<file path="src/rtl/sr_cond_pkg.sv">
`default_nettype none
// ============================================================================
// sr_cond_pkg -- shared types and defaults for the SR input conditioner.
// Revision: 1.0
// ============================================================================
package sr_cond_pkg;

   localparam int DB_CYCLES_DEF = 4;
   localparam int CNT_W_DEF     = 8;

   typedef enum logic [1:0] {
      ST_IDLE    = 2'd0,
      ST_PULSE_S = 2'd1,
      ST_PULSE_R = 2'd2,
      ST_GAP     = 2'd3
   } state_t;

endpackage
`default_nettype wire

</file>
<file path="src/rtl/sr_input_conditioner_if.sv">
`default_nettype none
// ============================================================================
// sr_input_conditioner_if -- raw request inputs and conditioned pulse outputs.
// Revision: 1.0
// ============================================================================
interface sr_input_conditioner_if
   import sr_cond_pkg::*;
#(
   parameter int CNT_W = CNT_W_DEF
);
   logic             set_raw;
   logic             clr_raw;
   logic             s;
   logic             r;
   logic             conflict;
   logic [CNT_W-1:0] conflict_count;

   modport master (
      output set_raw, clr_raw,
      input  s, r, conflict, conflict_count
   );

   modport slave (
      input  set_raw, clr_raw,
      output s, r, conflict, conflict_count
   );
endinterface
`default_nettype wire

</file>
<file path="src/rtl/sr_debounce.sv">
`default_nettype none
// ============================================================================
// sr_debounce -- two-flop synchroniser, counter debounce, registered rising
// edge pulse of the debounced level.
// Revision: 1.0
// ============================================================================
module sr_debounce
   import sr_cond_pkg::*;
#(
   parameter int DB_CYCLES = DB_CYCLES_DEF
) (
   input  wire logic clk,
   input  wire logic rst,
   input  wire logic i_raw,
   output logic      o_deb,
   output logic      o_rise
);
   localparam int              C_CW   = (DB_CYCLES > 1) ? $clog2(DB_CYCLES) : 1;
   localparam logic [C_CW-1:0] C_LAST = C_CW'(DB_CYCLES - 1);

   logic            r_sync1;
   logic            r_sync2;
   logic            r_deb;
   logic            r_rise;
   logic [C_CW-1:0] r_cnt;
   logic            w_toggle;

   assign w_toggle = (r_sync2 != r_deb) && (r_cnt == C_LAST);

   always_ff @(posedge clk) begin
      if (rst) begin
         r_sync1 <= 1'b0;
         r_sync2 <= 1'b0;
         r_deb   <= 1'b0;
         r_rise  <= 1'b0;
         r_cnt   <= '0;
      end else begin
         r_sync1 <= i_raw;
         r_sync2 <= r_sync1;
         // Any match restarts the stability run; a completed run also restarts it.
         if ((r_sync2 == r_deb) || w_toggle) begin
            r_cnt <= '0;
         end else begin
            r_cnt <= r_cnt + 1'b1;
         end
         if (w_toggle) begin
            r_deb <= ~r_deb;
         end
         r_rise <= w_toggle & ~r_deb;
      end
   end

   assign o_deb  = r_deb;
   assign o_rise = r_rise;
endmodule
`default_nettype wire

</file>
<file path="src/rtl/sr_input_conditioner.sv">
`default_nettype none
// ============================================================================
// sr_input_conditioner -- turns bouncy set/clear requests into mutually
// exclusive one-cycle s/r pulses; simultaneous requests are rejected/counted.
// Revision: 1.0
// ============================================================================
module sr_input_conditioner
   import sr_cond_pkg::*;
#(
   parameter int DB_CYCLES = DB_CYCLES_DEF,
   parameter int CNT_W     = CNT_W_DEF
) (
   input  wire logic             clk,
   input  wire logic             rst,
   sr_input_conditioner_if.slave bus
);
   logic             w_req_set;
   logic             w_req_clr;
   logic             w_deb_set;
   logic             w_deb_clr;

   state_t           r_state;
   state_t           w_next;
   logic             r_pend_set;
   logic             r_pend_clr;
   logic             r_s;
   logic             r_r;
   logic             r_conf;
   logic [CNT_W-1:0] r_cnt;

   logic             w_want_s;
   logic             w_want_r;
   logic             w_s_nxt;
   logic             w_r_nxt;
   logic             w_conf_nxt;
   logic             w_pend_set_nxt;
   logic             w_pend_clr_nxt;

   sr_debounce #(.DB_CYCLES(DB_CYCLES)) u_deb_set (
      .clk    (clk),
      .rst    (rst),
      .i_raw  (bus.set_raw),
      .o_deb  (w_deb_set),
      .o_rise (w_req_set)
   );

   sr_debounce #(.DB_CYCLES(DB_CYCLES)) u_deb_clr (
      .clk    (clk),
      .rst    (rst),
      .i_raw  (bus.clr_raw),
      .o_deb  (w_deb_clr),
      .o_rise (w_req_clr)
   );

   always_comb begin
      w_next         = r_state;
      w_s_nxt        = 1'b0;
      w_r_nxt        = 1'b0;
      w_conf_nxt     = 1'b0;
      w_want_s       = w_req_set | r_pend_set;
      w_want_r       = w_req_clr | r_pend_clr;
      w_pend_set_nxt = r_pend_set | w_req_set;
      w_pend_clr_nxt = r_pend_clr | w_req_clr;
      case (r_state)
         ST_IDLE: begin
            // Every IDLE decision consumes whatever was pending.
            w_pend_set_nxt = 1'b0;
            w_pend_clr_nxt = 1'b0;
            if (w_want_s && w_want_r) begin
               w_conf_nxt = 1'b1;
            end else if (w_want_s) begin
               w_next  = ST_PULSE_S;
               w_s_nxt = 1'b1;
            end else if (w_want_r) begin
               w_next  = ST_PULSE_R;
               w_r_nxt = 1'b1;
            end
         end
         ST_PULSE_S: w_next = ST_GAP;
         ST_PULSE_R: w_next = ST_GAP;
         ST_GAP:     w_next = ST_IDLE;
         default:    w_next = ST_IDLE;
      endcase
   end

   always_ff @(posedge clk) begin
      if (rst) begin
         r_state    <= ST_IDLE;
         r_pend_set <= 1'b0;
         r_pend_clr <= 1'b0;
         r_s        <= 1'b0;
         r_r        <= 1'b0;
         r_conf     <= 1'b0;
         r_cnt      <= '0;
      end else begin
         r_state    <= w_next;
         r_pend_set <= w_pend_set_nxt;
         r_pend_clr <= w_pend_clr_nxt;
         r_s        <= w_s_nxt;
         r_r        <= w_r_nxt;
         r_conf     <= w_conf_nxt;
         if (w_conf_nxt && (r_cnt != '1)) begin
            r_cnt <= r_cnt + 1'b1;
         end
      end
   end

   assign bus.s              = r_s;
   assign bus.r              = r_r;
   assign bus.conflict       = r_conf;
   assign bus.conflict_count = r_cnt;

   logic w_unused;
   assign w_unused = w_deb_set ^ w_deb_clr;
endmodule
`default_nettype wire

</file>
<file path="src/flat_wrapper.sv">
// flat-port wrapper written by rule: the top's interface ports become plain ports
module sr_input_conditioner_flat import sr_cond_pkg::*;
#(
   parameter int DB_CYCLES = DB_CYCLES_DEF,
   parameter int CNT_W     = CNT_W_DEF
)
  (clk, rst, bus_set_raw, bus_clr_raw, bus_s, bus_r, bus_conflict, bus_conflict_count);
  sr_input_conditioner_if #(.CNT_W(CNT_W)) bus_i ();
  input  wire logic clk;
  input  wire logic rst;
  input wire logic [$bits(bus_i.set_raw)-1:0] bus_set_raw;
  input wire logic [$bits(bus_i.clr_raw)-1:0] bus_clr_raw;
  output wire logic [$bits(bus_i.s)-1:0] bus_s;
  output wire logic [$bits(bus_i.r)-1:0] bus_r;
  output wire logic [$bits(bus_i.conflict)-1:0] bus_conflict;
  output wire logic [$bits(bus_i.conflict_count)-1:0] bus_conflict_count;
  assign bus_i.set_raw = bus_set_raw;
  assign bus_i.clr_raw = bus_clr_raw;
  assign bus_s = bus_i.s;
  assign bus_r = bus_i.r;
  assign bus_conflict = bus_i.conflict;
  assign bus_conflict_count = bus_i.conflict_count;
  sr_input_conditioner #(.DB_CYCLES(DB_CYCLES), .CNT_W(CNT_W)) u_core (.clk(clk), .rst(rst), .bus(bus_i));
endmodule
</file>
<file path="config.mk">
export PLATFORM = sky130hd
export DESIGN_NAME = sr_input_conditioner_flat
export DESIGN_NICKNAME = d
export VERILOG_FILES = /design/src/rtl/sr_cond_pkg.sv /design/src/rtl/sr_input_conditioner_if.sv /design/src/rtl/sr_debounce.sv /design/src/rtl/sr_input_conditioner.sv /design/src/flat_wrapper.sv
export SDC_FILE = /design/constraint.sdc
export NUM_CORES = 1
export LEC_CHECK = 0
export BUFFER_PORTS_ARGS = -buffer_cell sky130_fd_sc_hd__clkbuf_2
export CAP_MARGIN = 0
export CORE_AREA = 2 2 56 58
export DETAILED_ROUTE_END_ITERATION = 8
export DIE_AREA = 0 0 58 60
export PLACE_DENSITY = 0.53
export SKIP_CTS_REPAIR_TIMING = 1
export SLEW_MARGIN = 20
export SYNTH_ARGS = -nofsm -noshare
export SYNTH_HDL_FRONTEND = slang
export SYNTH_SLANG_ARGS = --single-unit
</file>
<file path="constraint.sdc">
create_clock -name clk -period 2 [get_ports clk]
set_clock_uncertainty 0.2 [all_clocks]
set_input_delay 0.4 -clock clk [delete_from_list [all_inputs] [get_ports clk]]
set_output_delay 0.4 -clock clk [all_outputs]
set_load 0.02 [all_outputs]
</file>
Word-level counts from Yosys, hierarchy flattened. Index checks and enable logic that the tools add are counted.

Reductions and logical operators: 14. Add/subtract/negate cells: 3. Bitwise gates (word level): 7. Eq/ne operators: 12. Muxes and demuxes: 8.

Operators with widths (count): 8-bit by 1-bit adder with 8-bit output (second input constant) (1); 2-bit == test (second input constant) (4); 8-bit != test (second input constant) (1); 2-bit OR reduction (4); 2-bit 2-to-1 mux (3); 2-bit one-hot mux with 3 select lines (1); 2-bit by 1-bit adder with 2-bit output (second input constant) (2); 1-bit logical AND (4); 1-bit 2-to-1 mux (4); 4-bit OR reduction (1); 3-bit by 1-bit != test with 1-bit output (second input constant) (1); 1-bit inverter (3); 3-bit OR reduction (1); 1-bit bitwise AND (2); 1-bit == test (2); 2-bit by 1-bit == test with 1-bit output (second input constant) (1); 2-bit logical NOT (1); 1-bit logical OR (2); 1-bit != test (2); 2-bit != test (second input constant) (1); 1-bit OR (2); 2-bit AND reduction (1).

Register bits after elaboration: 27. Output and inout port bits: 11. Logic and storage cells: 61.

Depth between registers and ports, before layout.
Depth after elaboration: 5. Gate-level depth with buffers: 6.

By module. A second synthesis with hierarchy kept.

Cell total of the unflattened synthesis: 104. Area total of the unflattened synthesis: 1114.8 um^2.

By module, submodules not included: sr_input_conditioner (cells an instance 74, times used 1, area an instance 711.9 um^2); sr_debounce (cells an instance 15, times used 2, area an instance 201.4 um^2).

Worst setup path before layout. No wires, ideal clock.

Kind: register to register. Start: register u_core.r_cnt[0], in the netlist u_core.bus.conflict_count[0]. End: register u_core.r_cnt[4], in the netlist u_core.bus.conflict_count[4]. Stages on the path, launching flop included: 6. Path slack: 0.315 ns. Period minus slack after synthesis: 1.685 ns. Arrival time: 1.357 ns. Cells stage by stage: dfxtp_1 -> ha_1 -> nand2_1 -> a2111oi_4 -> xnor2_1 -> nor2_1.

Longest elaborated chain between the ends: 2.

RTL lines: start, declared (RTL line sr_input_conditioner.sv:29) `logic [CNT_W-1:0] r_cnt;`; start signal, assigned (RTL line sr_input_conditioner.sv:103) `r_cnt <= r_cnt + 1'b1;`; parallel branches: the longest is 2 deep, another holds 8-bit by 1-bit adder with 8-bit output.

Parallel ways; which one is timed is not known. A chain may end at the register's enable or synchronous reset.

Final worst setup path.
Start: register u_core.r_state[0]. End: register u_core.r_cnt[2], in the netlist u_core.bus.conflict_count[2].

Longest elaborated chain between the ends: 3.

RTL lines: start, declared (RTL line sr_input_conditioner.sv:22) `state_t r_state;`; start signal, assigned (RTL line sr_input_conditioner.sv:96) `r_state <= w_next;`; 2-bit logical NOT (RTL line sr_input_conditioner.sv:64) `case (r_state)`; 1-bit 2-to-1 mux (RTL line sr_input_conditioner.sv:64); 1-bit logical AND (RTL line sr_input_conditioner.sv:102) `if (w_conf_nxt && (r_cnt != '1)) begin`.

Every way passes these cells.

==> flow_summary.json <==
{
  "worst_slack_ns": 0.3173,
  "mostFrequentLayoutCell": "dfxtp_1",
  "end_kind": "register",
  "rows": 20,
  "hold_path_depth": 2,
  "diodes": 0,
  "drive_gt1_share_pct": 20.80,
  "cts.clk_slew.worst_paths_ns": 0.15,
  "grt_max_degree": 18,
  "vias": 765,
  "cp.arrival_ns": 1.71,
  "outcome": "finished, final reports clean",
  "rsz0062_at_grt": "no",
  "final_cells": 158,
  "grt_pass1_wl_um": 3056,
  "avgRoutedWirePerCell_um": 10.89,
  "worst_setup_path_start_kind": "register",
  "tns_ns": 0,
  "dp_hpwl_um": 1288,
  "htreeDepth": 1,
  "gr-total-overflow": 0,
  "cts_tree": "done",
  "yosysUniqueCellTypes": 31,
  "viasPerCell": 4.842,
  "synth_edf_count": 0,
  "drtPass1Iterations": 3,
  "dpl.cell_count": 154,
  "multi_input_area_um2": 533.0,
  "initial_core_util_pct": 38.15,
  "routed_wl_um": 1720,
  "timing.slew.headroom_pct": 77.19,
  "drtIter0Drc": 9,
  "synth-seq-cells": 27,
  "finalSetupViolCount": 0,
  "synthToLayoutAreaGrowth_pct": 12.54,
  "nNetsFinal": 135,
  "drv_slew": 0,
  "regArea_um2": 540.5,
  "finalHoldViolations": 0,
  "worst_pin_slew_ns": 0.3421,
  "grtUsageTotal_pct": 11.42,
  "worstSetupPathType": "reg2reg",
  "final_cell_mix": "27 x dfxtp_1, 17 x nor2_1, 14 x clkbuf_2",
  "synth-main-ff-cell": "dfxtp_1",
  "syn_inst": 108,
  "cp_data_required_time_ns": 2.03,
  "port_buffers": 14,
  "drv_cap": 0,
  "netlist_area_um2": 1107,
  "fill_cells": 294,
  "core_area_um2": 2903,
  "drc": 0,
  "r2r_cells": 6,
  "hp-class": "in2reg",
  "numCtsBuffers": 3,
  "io-pin-count": 15,
  "cellPowerDensity_nw_per_um2": 768.2,
  "synth_nets": 117,
  "finalPower_mw": 0.9573,
  "worstSkewPairLatency_ns": 0.32,
  "synth.avg_cell_area_um2": 10.25,
  "cts_buffer_depth": 2,
  "power_leakage_nw": 0.4829,
  "async_flop_share_pct": 0,
  "path_max_fanout": 7,
  "grt_pass1_vias": 728,
  "yosys_warnings": 0,
  "cts_root_buffer": "clkbuf_4",
  "gp_congestion": 0.7443,
  "die-height_um": 60,
  "ir_drop_uv": 384.0,
  "period_minus_slack_ns": 1.683,
  "die_w_um": 58,
  "timing.fmax_mhz": 594.3,
  "synth_seq_area_share_pct": 48.81,
  "finalCritPeriodShare_pct": 84.14,
  "die_area_um2": 3480,
  "cts_sinks": 27,
  "place_ws_ns": 0.3233,
  "ant_nets": 0,
  "antenna_found_initial": 0
}
==> path summary, 6_finish.rpt <==
path	startpoint	to	slack [ns]
setup reg to reg	u_core.r_state[0]$_SDFFE_PP0P_	u_core.bus.conflict_count[2]$_SDFFE_PP0P_	0.32
hold / removal	bus_set_raw	u_core.u_deb_set.r_sync1$_SDFF_PP0_	0.09
hold reg to reg	u_core.u_deb_set.r_cnt[0]$_SDFF_PP0_	u_core.u_deb_set.r_cnt[0]$_SDFF_PP0_	0.23
setup / recovery	u_core.r_state[0]$_SDFFE_PP0P_	u_core.bus.conflict_count[2]$_SDFFE_PP0P_	0.32
==> power by group <==
group	internal (mW)	switching, mW	leakage [nW]
Clock	0.0748	0.160	0.0177
Combinational	0.0671	0.0915	0.247
Sequential	0.556	0.00818	0.219
Total	0.698	0.259	0.483
==> worst max-delay path, stage by stage (launching register included) <==
cell and delay, ns:
dfxtp_1 0.34, inv_1 0.08, ha_1 0.27, o221ai_4 0.19, a41o_1 0.29, o21ai_0 0.15
a21oi_1 0.08
==> registers in the layout (all words and copies together), names as in the netlist <==
register	flops
u_core.u_deb_set.o_deb	1
u_core.bus.s	1
u_core.u_deb_set.r_sync2	1
u_core.r_pend_set	1
u_core.u_deb_set.r_cnt	2
u_core.bus.conflict_count	8
u_core.r_state	2
u_core.u_deb_set.r_sync1	1
u_core.u_deb_clr.o_deb	1
u_core.bus.conflict	1
u_core.u_deb_set.o_rise	1
u_core.u_deb_clr.r_sync1	1
u_core.u_deb_clr.o_rise	1
u_core.u_deb_clr.r_sync2	1
u_core.u_deb_clr.r_cnt	2
u_core.bus.r	1
u_core.r_pend_clr	1
==> cell families after synthesis <==
kind of cell	after synthesis	synth area share, %
simple gates	44	22.94
flops	27	48.81
compound gates	14	11.86
buf+inv	9	3.052
mux	5	4.520
fa+ha+maj	5	5.650
xor+xnor	4	3.164
==> Yosys cell counts, drive strengths merged, types with 2 or more instances <==
master	number	area share [%]
xnor2	3	2.4
nor4	4	2.8
a21oi	4	1.8
inv	7	2.4
nor2	17	5.8
a211oi	2	1.4
nor2b	4	2.3
o21ai	2	0.90
mux2i	5	4.5
clkbuf	2	0.68
nand3	2	0.90
or3	3	1.7
nor4bb	2	1.8
nor3	6	3.2
and4	3	2.8
dfxtp	27	49
ha	5	5.6
==> routing by layer <==
layer	vias to the layer above	share of wire (%)	global-route usage [%]	wire length, um
met5	-	0	0	0
met4	0	0.93	6.312	16
met3	2	3.5	1.948	60
met2	9	43	17.86	743
met1	340	52	14.97	900
li1	414	-	-	-
==> area by class of cell <==
class,count,share of cell area (%)
Clock inverter,1,0.4016
Clock buffer,3,1.807
Inverter,7,2.108
Timing Repair Buffer,15,6.225
Multi-Input combinational cell,72,42.77
Sequential cell,27,43.37
Tap cell,33,3.313
==> metrics by stage <==
step	util, %	hold WS [ns]	instance area [um^2]
after floorplan	-	0.1974	1107
after global placement	41.98	0.2054	1219
after detailed placement	41.98	0.2136	1219
after CTS	42.93	0.08191	1246
after global routing	42.93	0.07238	1246
final	42.93	0.09484	1246
Power figures use the tool's default switching activity.
